**config.mk**
```make
export PLATFORM = sky130hd
export DESIGN_NAME = fifo_burst_reader
export DESIGN_NICKNAME = d
export VERILOG_FILES = /design/src/rtl/fifo_burst_reader.sv
export SDC_FILE = /design/constraint.sdc
export NUM_CORES = 1
export LEC_CHECK = 0
export CAP_MARGIN = 20
export CORE_MARGIN = 5
export CORE_UTILIZATION = 46
export DETAILED_ROUTE_END_ITERATION = 7
export PLACE_DENSITY = 0.78
export SYNTH_ARGS = -nofsm -noshare
export SYNTH_HDL_FRONTEND = slang
export SYNTH_SLANG_ARGS = --single-unit
```
**constraint.sdc**
```tcl
create_clock -name clk -period 2.4 [get_ports clk]
set_input_delay 0.48 -clock clk [delete_from_list [all_inputs] [get_ports clk]]
set_output_delay 0.48 -clock clk [all_outputs]
set_load 0.01 [all_outputs]
```
**src/rtl/fifo_burst_reader.sv**
```systemverilog
// Read-side burst master for sync_fifo: on start, drains burst_len words from
// the FIFO read port and presents them as a valid/ready stream with m_last on
// the final word. A 2-entry buffer absorbs the FIFO read latency so data is
// never dropped under backpressure and the FIFO is never read while empty.
// Optional idle timeout abort: define FIFO_BURST_READER_TIMEOUT_EN.
module fifo_burst_reader #(
    parameter int unsigned DATA_WIDTH = 8,
    parameter int unsigned LEN_WIDTH  = 8,
    parameter int unsigned RDATA_MODE = 1,
    parameter int unsigned TIMEOUT    = 64
) (
    input  logic                  clk,
    input  logic                  rst,
    input  logic                  start,
    input  logic [LEN_WIDTH-1:0]  burst_len,
    output logic                  busy,
    output logic                  done,
    output logic                  fifo_rd_en,
    input  logic [DATA_WIDTH-1:0] fifo_rd_data,
    input  logic                  fifo_empty,
    output logic                  m_valid,
    output logic [DATA_WIDTH-1:0] m_data,
    output logic                  m_last,
    input  logic                  m_ready,
    output logic [LEN_WIDTH-1:0]  rd_count
`ifdef FIFO_BURST_READER_TIMEOUT_EN
    ,
    output logic                  timeout_err
`endif
);

    // Show-ahead FIFOs return data in the same cycle as the read strobe.
    localparam bit SHOW_AHEAD = (RDATA_MODE == 0);

    typedef enum logic [1:0] {
        S_IDLE  = 2'd0,
        S_RUN   = 2'd1,
        S_DRAIN = 2'd2
    } state_t;

    state_t                state_q, state_d;
    logic [LEN_WIDTH-1:0]  rem_q, rem_d;
    logic [LEN_WIDTH-1:0]  cnt_q, cnt_d;
    logic [1:0]            occ_q, occ_d;
    logic [DATA_WIDTH-1:0] d0_q, d0_d, d1_q, d1_d;
    logic                  l0_q, l0_d, l1_q, l1_d;
    logic                  infl_q, infl_d;
    logic                  infl_last_q, infl_last_d;
    logic                  done_q, done_d;

    logic                  pop_c;
    logic                  push_c;
    logic                  push_last_c;
    logic [1:0]            fill_c;
    logic                  rd_en_c;
    logic                  abort_c;

`ifdef FIFO_BURST_READER_TIMEOUT_EN
    localparam int unsigned TO_W = $clog2(TIMEOUT + 1);
    logic [TO_W-1:0] to_q, to_d;
    logic            err_q, err_d;
`endif

    // Read issue: never while empty, never past 2 words buffered or in flight.
    always_comb begin
        pop_c       = (occ_q != 2'd0) && m_ready;
        fill_c      = occ_q + 2'(infl_q);
        rd_en_c     = (state_q == S_RUN) && !fifo_empty && (rem_q != '0) &&
                      ((fill_c < 2'd2) || ((fill_c == 2'd2) && pop_c));
        push_c      = SHOW_AHEAD ? rd_en_c : infl_q;
        push_last_c = SHOW_AHEAD ? (rem_q == LEN_WIDTH'(1)) : infl_last_q;
        infl_d      = SHOW_AHEAD ? 1'b0 : rd_en_c;
        infl_last_d = SHOW_AHEAD ? 1'b0 : (rd_en_c && (rem_q == LEN_WIDTH'(1)));
    end

`ifdef FIFO_BURST_READER_TIMEOUT_EN
    // Idle watchdog: counts empty-FIFO cycles in RUN, cleared by any read.
    always_comb begin
        to_d    = to_q;
        abort_c = (state_q == S_RUN) && fifo_empty && (to_q == TO_W'(TIMEOUT - 1));
        if ((state_q == S_IDLE) && start && (burst_len != '0)) begin
            to_d = '0;
        end else if (rd_en_c) begin
            to_d = '0;
        end else if ((state_q == S_RUN) && fifo_empty) begin
            to_d = to_q + TO_W'(1);
        end
        err_d = err_q | abort_c;
    end
`else
    assign abort_c = 1'b0;
`endif

    // Burst sequencing: IDLE -> RUN while reads remain -> DRAIN until emptied.
    always_comb begin
        state_d = state_q;
        rem_d   = rem_q;
        cnt_d   = cnt_q;
        done_d  = 1'b0;
        if (pop_c) begin
            cnt_d = cnt_q + LEN_WIDTH'(1);
        end
        case (state_q)
            S_IDLE: begin
                if (start && (burst_len != '0)) begin
                    rem_d   = burst_len;
                    cnt_d   = '0;
                    state_d = S_RUN;
                end
            end
            S_RUN: begin
                if (rd_en_c) begin
                    rem_d = rem_q - LEN_WIDTH'(1);
                    if (rem_q == LEN_WIDTH'(1)) begin
                        state_d = S_DRAIN;
                    end
                end
                if (abort_c) begin
                    rem_d   = '0;
                    state_d = S_DRAIN;
                end
            end
            S_DRAIN: begin
                if (!infl_q && ((occ_q == 2'd0) || ((occ_q == 2'd1) && pop_c))) begin
                    done_d  = 1'b1;
                    state_d = S_IDLE;
                end
            end
            default: state_d = S_IDLE;
        endcase
    end

    // Two-entry in-order buffer; entry 0 is the stream head.
    always_comb begin
        d0_d  = d0_q;
        d1_d  = d1_q;
        l0_d  = l0_q;
        l1_d  = l1_q;
        occ_d = occ_q;
        case ({push_c, pop_c})
            2'b10: begin
                if (occ_q == 2'd0) begin
                    d0_d = fifo_rd_data;
                    l0_d = push_last_c;
                end else begin
                    d1_d = fifo_rd_data;
                    l1_d = push_last_c;
                end
                occ_d = occ_q + 2'd1;
            end
            2'b01: begin
                d0_d  = d1_q;
                l0_d  = l1_q;
                occ_d = occ_q - 2'd1;
            end
            2'b11: begin
                if (occ_q == 2'd1) begin
                    d0_d = fifo_rd_data;
                    l0_d = push_last_c;
                end else begin
                    d0_d = d1_q;
                    l0_d = l1_q;
                    d1_d = fifo_rd_data;
                    l1_d = push_last_c;
                end
            end
            default: ;
        endcase
        // An aborted burst ends on the youngest buffered word.
        if (abort_c) begin
            if (occ_d == 2'd2) begin
                l1_d = 1'b1;
            end else if (occ_d == 2'd1) begin
                l0_d = 1'b1;
            end
        end
    end

    // State and datapath registers.
    always_ff @(posedge clk or posedge rst) begin
        if (rst) begin
            state_q     <= S_IDLE;
            rem_q       <= '0;
            cnt_q       <= '0;
            occ_q       <= 2'd0;
            d0_q        <= '0;
            d1_q        <= '0;
            l0_q        <= 1'b0;
            l1_q        <= 1'b0;
            infl_q      <= 1'b0;
            infl_last_q <= 1'b0;
            done_q      <= 1'b0;
        end else begin
            state_q     <= state_d;
            rem_q       <= rem_d;
            cnt_q       <= cnt_d;
            occ_q       <= occ_d;
            d0_q        <= d0_d;
            d1_q        <= d1_d;
            l0_q        <= l0_d;
            l1_q        <= l1_d;
            infl_q      <= infl_d;
            infl_last_q <= infl_last_d;
            done_q      <= done_d;
        end
    end

`ifdef FIFO_BURST_READER_TIMEOUT_EN
    // Watchdog counter and sticky error flag.
    always_ff @(posedge clk or posedge rst) begin
        if (rst) begin
            to_q  <= '0;
            err_q <= 1'b0;
        end else begin
            to_q  <= to_d;
            err_q <= err_d;
        end
    end

    assign timeout_err = err_q;
`endif

    assign busy       = (state_q != S_IDLE);
    assign done       = done_q;
    assign fifo_rd_en = rd_en_c;
    assign m_valid    = (occ_q != 2'd0);
    assign m_data     = d0_q;
    assign m_last     = (occ_q != 2'd0) && l0_q;
    assign rd_count   = cnt_q;

endmodule

```
Word level (Yosys, flattened, before mapping)
Index checks and enable logic that the tools add are counted.
- input bits: 21
- flip-flop bits (word level): 41
- output and inout port bits: 21
- magnitude comparators: 1
- add/sub/neg operators: 5
- reduce and logical (&&, ||, !) cells: 28
- muxes and demuxes: 26
- equality and inequality tests: 15
- operator list (cell ; number):
    8-bit two-way mux ; 9
    8-bit case mux with 2 select lines ; 2
    8-bit case mux with 3 select lines ; 1
    8-bit nonzero test ; 2
    2-bit inequality test (second input constant) ; 6
    1-bit logical AND ; 10
    2-bit nonzero test ; 5
    8-bit by 1-bit adder with 8-bit output (second input constant) ; 1
    2-bit equality test (second input constant) ; 4
    8-bit by 1-bit equality test with 1-bit output (second input constant) ; 1
    2-bit two-way mux ; 4
    8-bit by 1-bit subtractor with 8-bit output (second input constant) ; 1
    2-bit by 1-bit equality test with 1-bit output (second input constant) ; 3
    1-bit two-way mux ; 6
    2-bit case mux with 3 select lines ; 1
    3-bit AND reduction ; 2
    2-bit zero test ; 2
    2-bit case mux with 2 select lines ; 1
    4-bit AND reduction ; 1
    1-bit case mux with 3 select lines ; 1
    3-bit nonzero test ; 1
    2-bit by 1-bit adder with 2-bit output ; 1
    2-bit by 1-bit adder with 2-bit output (second input constant) ; 1
    1-bit zero test ; 2
    other kinds (6) ; 7

Depth between registers and ports, before layout
Gate-level depths: netlist of run 1.
- depth in word-level cells: 7
- mapped depth: 10
- mapped depth without buffers: 9

Worst setup path after synthesis of run 1
No wires, ideal clock.
- path type: reg-to-reg
- start point: reg occ_q[0]
- end point: reg d1_q[0]
- required time: 2.275 ns
- stages on the path, launching flop included: 9
- path buffers: 1
- data arrival time: 2.194 ns
- setup slack: 0.081 ns
- cells stage by stage: dfrtp_1 -> inv_1 -> ha_1 -> and2b_1 -> clkbuf_1 -> ha_1 -> o21ai_0 -> a21oi_2 -> mux2_2
- cells in the longest elaborated chain, start to end: 5
- elaborated cells between the ends (all ways): 11
- ends and longest elaborated chain (what ; RTL line ; RTL):
    start: declaration ; 44 ; logic [1:0] occ_q, occ_d;
    start signal: assignment ; 185 ; occ_q <= 2'd0;
    start signal: assignment ; 197 ; occ_q <= occ_d;
    2-bit nonzero test ; 66 ; pop_c = (occ_q != 2'd0) && m_ready;
    1-bit logical AND ; 66 ;
    2-bit equality test ; 140 ; case ({push_c, pop_c})
    2-bit inequality test (no source line) / 2-bit nonzero test (equally long branches) ; n/a ;
    3-bit AND reduction (no source line) ; n/a ;
    end signal: assignment ; 187 ; d1_q <= '0;
    end signal: assignment ; 199 ; d1_q <= d1_d;
    end: declaration ; 45 ; logic [DATA_WIDTH-1:0] d0_q, d0_d, d1_q, d1_d;
Several ways; a longest one is shown, not always the timed one.
A chain may end at the register's enable or synchronous reset.

Final worst setup path of run 1
- start point: reg occ_q[0]
- end point: out fifo_rd_en
- cells in the longest elaborated chain, start to end: 5
- elaborated cells between the ends (all ways): 8
- ends and longest elaborated chain (what ; RTL line ; RTL):
    2-bit by 1-bit adder with 2-bit output / 2-bit nonzero test (equally long branches) ; 67, 66 ;
    2-bit equality test / 1-bit logical AND (equally long branches) ; 69, 66 ;
    1-bit logical AND ; 69 ; ((fill_c < 2'd2) || ((fill_c == 2'd2) && pop_c));
    1-bit logical OR (*) ; 69 ;
    1-bit logical AND (*) ; 68 ; rd_en_c = (state_q == S_RUN) && !fifo_empty && (rem_q != '0) &&
    end: declaration ; 18 ; output logic fifo_rd_en,
Every way passes the cells marked *; elsewhere a longest branch is shown, timed or not.

==> metrics.txt, run 1 <==
synthesized-area fraction occupied by adder cells=5.82%; fmax=~410 MHz; final hold vios=0; grt total ovfl=0; NetSw=~1200 µW; WL/cell=between 15 and 20 µm; die outline height=78.3 µm; vias in the first global route=between 1500 and 2000; Final Cycle Share=102%; violated checks=negative setup slack; Overall Global Routing Usage=roughly 17%; multiplexer area fraction after synthesis=about 6.1%; ANT nets after route=0; row count=24; largest family of logic cells by synthesized area=simple AND/OR/NAND/NOR gates; Synth Area in Compound Gates=between 10% and 20%; GP Congestion=between 0.8 and 0.9; outcome=finished with violations; Post-Synthesis Cells=between 200 and 250; Post-Syn Area=2150 µm²; worst-case clock buffer depth=2; # Max-Cap Violations=0; Yosys reg bits=41; Fin Clk Skew=just over 0.01 ns; routed vias/inst=roughly 5.6; final setup vio count=1; Sum Neg Setup Slack=-0.0413 ns; Startpoint Class=register; I/O Pins=42; Num Clock Sinks=between 40 and 50; Post-Synth Simple-Gate Area=16.9%; setup ws final=-0.0413 ns; most common cell after layout, fill and taps aside=dfrtp_1; setup bufs post-CTS=0; Hold Path Sink=l0_q; Post-CTS Hold Buffers=0; Vias=1835; reg2reg path depth=11; first-pass GRT wire length=between 8000 and 9000 µm; Layout area overhead=35.4%; hold_sp=l0_q; layout cells sized above 1=18.7%; RSZ-0062 raised after global routing=yes; EDFF count, synth=0; reg-to-reg startpoint=occ_q[0]; peak supply drop=between 0.0005 and 0.0006 V; leakage=around 0.0012 µW; flop2flop setup slack=between 0.1 and 0.15 ns; DRC=0; sequential area share after synthesis=roughly 48%; critical path class=register to output pin; Std-Cell Core Area=4440 µm²; syn nets=245; largest cells by area after synthesis=dfrtp_1 48%, ha_1 5.8%, mux2_2 4.7%, a22oi_1 3.5%, nand2_1 3.5%; Critical Path AT=roughly 2.0 ns; Initial Util=between 40% and 50%; initial antenna violation count=0; final-report max-slew violation count=0; Yosys cell types=41; drt first-iter violations=121; fillcell total=around 380; most area-hungry cell type in the Yosys netlist=dfrtp_1; largest net degree at the start of global routing=42; Max H-tree Level=2; Crit Path Max Fanout=4; Clock transition at path regs=0.08 ns; sequential share of power=between 30% and 40%; Die ar.=approximately 6100 µm²; hold path depth=2; number of port buffers=41; Mean Syn Cell Area=10.0 µm²; hold crit path type=register to register; pwr dens=1140 nW/µm²; Comb power frac=approximately 53%; commonest non-fill, non-tap cells in the layout=41 x dfrtp_1, 40 x clkdlybuf4s50_1, 20 x nand2_1, 19 x buf_4, 15 x nor2_1; Reg2Reg Capture Point=d1_q[7]; WP data required=1.92 ns; Synth Area in XOR/XNOR=3.26%; most used flip-flop cell after synthesis=dfrtp_1; YS warnings=0; Detailed Route WL=between 5000 and 6000 µm; DP Wirelength=between 3000 and 4000 µm; slew at the pin closest to its max-slew limit=about 0.52 ns; ANT cells=0; Period minus WS final=2.44 ns; asr flop ratio synth=100%; drt first pass iters=4; switching share of power=between 30% and 40%; nets=just over 300; Worst Setup End Kind=output pin; Die Width=between 70 and 80 µm; Tot Pwr=approximately 3300 µW; TritonCTS buffer count=5; Clock Power Share=13.5%; Int Pwr=2080 µW; root buffer cell=clkbuf_8; worst-skew pair later-pin latency=just under 0.3 ns; CTS tree=yes; Synth top area share=approximately 48%; slew margin rel.=between 60% and 70%
## synthesized netlist by cell type (all sizes together), types with 3 or more instances
cell,number
dfrtp,41
nand3,7
or3,3
inv,10
ha,10
a211oi,5
nand2,20
o211ai,6
xnor2,6
nor4,4
a22oi,10
o21ai,15
buf,3
nor3,6
mux2i,3
nor2,16
mux2,9
clkbuf,4
a21oi,13
## worst max-delay path by stage
| stage | startpoint | end | slack, ns | cells past startpoint |
|---|---|---|---|---|
| 2_1_floorplan | occ_q[0] | d1_q[0] | 0.08 | 8 |
| 4_1_cts | occ_q[0] | fifo_rd_en | -0.06 | 5 |
| 5_1_grt | occ_q[0] | fifo_rd_en | -0.13 | 5 |
| 3_3_place_gp | m_ready | fifo_rd_en | -0.45 | 5 |
| 3_5_place_dp | m_ready | fifo_rd_en | -0.44 | 5 |
| 6_report | occ_q[0] | fifo_rd_en | -0.04 | 5 |
## logic make-up after synthesis
| kind of cell | Yosys count |
|---|---|
| buf+inv | 17 |
| xor+xnor | 8 |
| compound gates | 56 |
| fa+ha+maj | 10 |
| mux | 12 |
| simple gates | 70 |
| flops | 41 |
## sequential cells by signal (all words and copies together), names as in the netlist
register	flops
occ_q	2
l1_q	1
rem_q	8
infl_q	1
rd_count	8
done	1
state_q	2
infl_last_q	1
d1_q	8
l0_q	1
m_data	8
## power groups by stage
| stage | clock network (µW) | logic (µW) | registers [µW] |
|---|---|---|---|
| floorplan | 0 | 904 | 1150 |
| global placement | 0 | 1580 | 1100 |
| detailed placement | 0 | 1640 | 1120 |
| CTS | 461 | 1650 | 1100 |
| global route | 494 | 1960 | 1140 |
| finish | 448 | 1770 | 1100 |
## what timing repair did
action / 4_1_cts / 5_1_grt
pin swaps: 1 / 0
resized for setup: 6 / 9
gates cloned: 0 / 2
endpoints found under the setup margin: 10 / 19
## layer usage
layer	global-route usage (%)	vias up	share of wire, %
li1	-	906	-
met4	4.20	0	1.4
met3	4.12	6	4.3
met1	20.9	879	44
met5	0	-	0
met2	29.6	44	51
## layout make-up
cell class / instances / area, µm² / share of cell area, %
inverter: 10 / 37.5 / 1.29
tap: 52 / 65.1 / 2.24
sequential: 41 / 1030 / 35.3
clock buffer: 5 / 68.8 / 2.37
timing repair buffer: 62 / 593 / 20.4
multi-input combinational: 157 / 1100 / 37.8
clock inverter: 3 / 17.5 / 0.602
## stage by stage
stage                     cells  utilization [%]  worst slack, ns  hold slack [ns]  cell area [µm²]
final                       330             65.5          -0.0413            0.483             2910
after global routing        330             65.5           -0.131            0.520             2910
after detailed placement    320             61.9           -0.435            0.467             2750
after global placement      320             61.9           -0.452            0.461             2750
after floorplan             214                -           0.0813            0.444             2150
after CTS                   328             63.9          -0.0553            0.487             2840
## critical path, cell delays in order, from the launching register on
cell	delay (ns)
dfrtp_1	0.42
ha_1	0.30
or3b_1	0.39
a211o_1	0.30
nor2_2	0.12
buf_2	0.15
Power figures use the tool's default switching activity.
==> run 2, diff against run 1 <==
==> constraint.sdc (replaced) <==
create_clock -name clk -period 2.4 [get_ports clk]
set_input_delay 0.48 -clock clk [delete_from_list [all_inputs] [get_ports clk]]
set_output_delay 0.48 -clock clk [all_outputs]
set_load 0.02 [all_outputs]
==> run 2 against run 1 <==
  * The flow still finishes with violations (negative setup slack)
  * Combinational power hardly changed
  * Non-clock buffer count shrank 1
  * Global-route usage fell by 0.15 points
  * Critical endpoint unchanged
  * Largest cell class unchanged
  * Largest power group unchanged
  * Highest routed layer unchanged
==> metrics.txt, run 2 (synthesis gave the netlist of run 1 again) <==
Sum Neg Setup Slack=-0.0416 ns; pwr dens=roughly 1200 nW/µm²; worst-skew pair later-pin latency=0.29 ns; Final Cycle Share=102%; setup bufs post-CTS=0; root buffer cell=clkbuf_8; violated checks=negative setup slack; Period minus WS final=2.44 ns; TritonCTS buffer count=5; hold crit path type=register to register; flop2flop setup slack=0.13 ns; Critical Path Max Stage Delay=roughly 0.42 ns; slew margin rel.=about two thirds; die outline height=78.3 µm; Layout area overhead=34.3%; Std-Cell Core Area=roughly 4400 µm²; DP Wirelength=roughly 3600 µm; Post-CTS Hold Buffers=0; CP max stage cell=dfrtp_1; WL/cell=about 15 µm; critical path class=register to output pin; row count=24; Critical Path AT=between 1.5 and 2 ns; Die Width=~80 µm; final hold vios=0; slew at the pin closest to its max-slew limit=just over 0.5 ns; dpl ws=-0.509 ns; routed vias/inst=between 5 and 6; Clock transition at path regs=roughly 0.08 ns; commonest non-fill, non-tap cells in the layout=41 x dfrtp_1, 39 x clkdlybuf4s50_1, 20 x nand2_1, 19 x buf_4, 15 x nor2_1; Tot Pwr=roughly 3400 µW; GP Congestion=about 0.84; peak supply drop=roughly 0.00076 V; final setup vio count=1; Overall Global Routing Usage=between 10% and 20%; drt first-iter violations=99; CTS tree=yes; initial antenna violation count=0; Max H-tree Level=2; outcome=finished with violations; worst-case clock buffer depth=2; post-layout util=64.9%; fin area=approximately 2900 µm²; leakage=around 0.0013 µW; number of port buffers=roughly 40; Num Clock Sinks=~40; DRC=0; ANT cells=0; nets=306; ANT nets after route=0; layout cells sized above 1=between 10% and 20%; fmax=approximately 410 MHz; Startpoint Class=register; # Max-Cap Violations=0; Worst Setup End Kind=output pin; Detailed Route WL=between 4000 and 5000 µm; worst-path cell chain=ha_1 > or3b_4 > a211o_1 > nor2_4 > buf_6; setup ws final=-0.0416 ns; I/O Pins=42; Vias=between 1500 and 2000; largest net degree at the start of global routing=42; drt first pass iters=4; Crit Path Max Fanout=4; grt total ovfl=0; Die ar.=between 6000 and 7000 µm²; most common cell after layout, fill and taps aside=dfrtp_1; final-report max-slew violation count=0; RSZ-0062 raised after global routing=yes; WP data required=between 1.5 and 2 ns; Initial Util=48.3%; first-pass GRT wire length=between 8000 and 9000 µm; placed cell areas=~2800 µm²; Fin Clk Skew=slightly below 0.009 ns; vias in the first global route=about 1800
[run 2: final timing paths]
kind	from	endpoint	cells past startpoint
max	occ_q[0]	fifo_rd_en	5
min	m_data[4]	m_data[4]	2
max reg2reg	occ_q[0]	l1_q	9
min reg2reg	m_data[4]	m_data[4]	2
max in group asynchronous	rst	m_data[3]	3
min in group asynchronous	rst	rem_q[6]	3
[run 2: critical path: cells and delay by family, from the launching register on]
family	cells	cell delay, ns
compound gates	1	0.31
fa+ha+maj	1	0.30
buf+inv	1	0.13
flops	1	0.42
simple gates	2	0.51
[run 2: layout make-up]
class	count	area, µm²
Multi-Input combinational cell	156	1080
Tap cell	52	65.1
Clock buffer	5	68.8
Timing Repair Buffer	61	577
Inverter	10	37.5
Fill cell	380	1560
Clock inverter	2	35.0
Sequential cell	41	1030
[run 2: metal layers]
layer	global-route usage (%)	routed length [µm]	vias up
li1	-	-	887
met1	21.2	2150	866
met2	27.8	2260	65
met3	4.46	294	8
met5	0	0	-
met4	5.59	59	0
[run 2: metrics by stage]
stage	hold WS, ns	std cells
global placement	0.462	320
CTS	0.489	327
global route	0.517	327
finish	0.483	327
floorplan	0.444	214
detailed placement	0.472	320
[run 2: timing repair]
item | in CTS | in global routing
gates resized for setup | 8 | 6
setup endpoints to repair | 10 | 16
pin swaps | 1 | 0
[run 2: power breakdown]
group | total (µW) | switching [µW] | internal, µW
clock | 531 | 228 | 302
sequential | 1100 | 170 | 935
combinational | 1760 | 878 | 880
total | 3390 | 1280 | 2120
==> run 3, diff against run 2 <==
- SETUP_SLACK_MARGIN: unset -> 0.02
- SLEW_MARGIN: unset -> 10
==> run 3 against run 2 <==
  * Power up 3.5%
  * First-iteration DRC count up 4.0%
  * Combinational power up 7%
  * Clock power about the same
  * The run still ends with negative setup slack left
  * Largest cell class unchanged
  * Worst setup slack better by 0.0049 ns
  * Register-to-register slack worse by 0.05 ns
  * Clock-buffer cell count unchanged
  * Sequential power about the same
==> metrics.txt, run 3 (synthesis gave the netlist of run 1 again) <==
Die ar.=between 6000 and 7000 µm²; RSZ-0062 raised after global routing=yes; peak supply drop=0.000681 V; first-pass GRT wire length=about 8400 µm; final-report max-slew violation count=0; Vias=1838; fin area=between 2000 and 3000 µm²; Critical Path AT=between 1.5 and 2 ns; GP Congestion=about 0.84; setup ws final=-0.0366 ns; CP Launch Point=occ_q[0]; hold_sp=m_data[4]; die outline height=approximately 78 µm; leakage=around 0.0013 µW; DRC=0; Worst Setup End Kind=output pin; worst-case clock buffer depth=2; critical path class=register to output pin; commonest non-fill, non-tap cells in the layout=41 x dfrtp_1, 39 x clkdlybuf4s50_1, 20 x nand2_1, 19 x buf_4, 15 x nor2_1; worst-skew pair later-pin latency=0.29 ns; Clock transition at path regs=about 0.08 ns; Fin Clk Skew=around 0.0085 ns; Initial Util=48.3%; Period minus WS final=approximately 2.4 ns; final hold vios=0; Final Cycle Share=102%; CP max stage cell=dfrtp_1; CTS tree=yes; reg-to-reg startpoint=occ_q[0]; violated checks=negative setup slack; number of port buffers=a little over 40; dpl ws=-0.509 ns; Layout area overhead=36.9%; most common cell after layout, fill and taps aside=dfrtp_1; fmax=just over 400 MHz; hold crit path type=register to register; largest net degree at the start of global routing=42; drt first pass iters=4; slew margin rel.=around two thirds; Post-CTS Hold Buffers=0; initial antenna violation count=0; pwr dens=between 1000 and 1500 nW/µm²; WL/cell=~15 µm; ANT cells=0; worst-path cell chain=ha_1 > or3b_1 > a211o_1 > nor2_4 > buf_6; TritonCTS buffer count=5; row count=24; slew at the pin closest to its max-slew limit=~0.52 ns; WP data required=between 1.5 and 2 ns; Overall Global Routing Usage=16.7%; nets=between 300 and 400; routed vias/inst=around 5.6; Max H-tree Level=2; Die Width=78.3 µm; placed cell areas=2750 µm²; DP Wirelength=around 3600 µm; # Max-Cap Violations=0; grt total ovfl=0; vias in the first global route=approximately 1800; Num Clock Sinks=41; Detailed Route WL=approximately 5000 µm; Crit Path Max Fanout=4; Startpoint Class=register; root buffer cell=clkbuf_8; layout cells sized above 1=18.1%; drt first-iter violations=103; I/O Pins=42; final setup vio count=1; outcome=finished with violations; Std-Cell Core Area=approximately 4400 µm²; ANT nets after route=0; Critical Path Max Stage Delay=around 0.42 ns
run 3: final timing paths:
| kind | end | slack, ns | cells past startpoint |
|---|---|---|---|
| worst max register to register | d1_q[0] | 0.08 | 11 |
| min in group asynchronous | rem_q[6] | 0.60 | 3 |
| worst min-delay path | m_data[4] | 0.48 | 2 |
| worst min register to register | m_data[4] | 0.48 | 2 |
| worst max-delay path | fifo_rd_en | -0.04 | 5 |
| max in group asynchronous | d1_q[3] | 1.44 | 3 |
run 3: layer usage:
metal / up-vias / part of all wire, % / global-route usage (%)
met2: 57 / 49 / 27.8
met4: 0 / 1.6 / 5.59
met5: - / 0 / 0
met1: 871 / 44 / 21.2
met3: 10 / 5.0 / 4.46
li1: 900 / - / -
run 3: area by class of cell:
class | count | area, µm²
Fill cell | 371 | 1500
Multi-Input combinational cell | 157 | 1110
Sequential cell | 41 | 1030
Timing Repair Buffer | 62 | 598
Clock buffer | 5 | 68.8
Tap cell | 52 | 65.1
Inverter | 10 | 37.5
Clock inverter | 2 | 35.0
run 3: where the power goes:
group	switching [µW]	total (µW)	internal [µW]
sequential	172	1110	935
clock	228	531	302
combinational	927	1880	949
run 3: critical path: cells and delay by family, from the launching register on:
family | cells | cell delay (ns)
flops | 1 | 0.42
fa+ha+maj | 1 | 0.29
simple gates | 2 | 0.52
compound gates | 1 | 0.32
buf+inv | 1 | 0.13
run 3: what timing repair did:
item                                    4_1_cts  5_1_grt
cloned                                        0        2
setup buffers                                 0        0
endpoints found under the setup margin       11       19
pin swaps                                     1        0
gates resized for setup                       9       10
run 3: per-stage QoR:
step           hold slack, ns  power, µW  std cells  setup TNS [ns]  util [%]
3_3_place_gp            0.462       2770        320           -2.65      61.9
4_1_cts                 0.489       3390        327         -0.0627      64.4
3_5_place_dp            0.472       2840        320           -3.50      61.9
6_report                0.484       3510        329         -0.0366      66.2
2_1_floorplan           0.444       2150        214               0         -
5_1_grt                 0.517       3790        329          -0.329      66.2
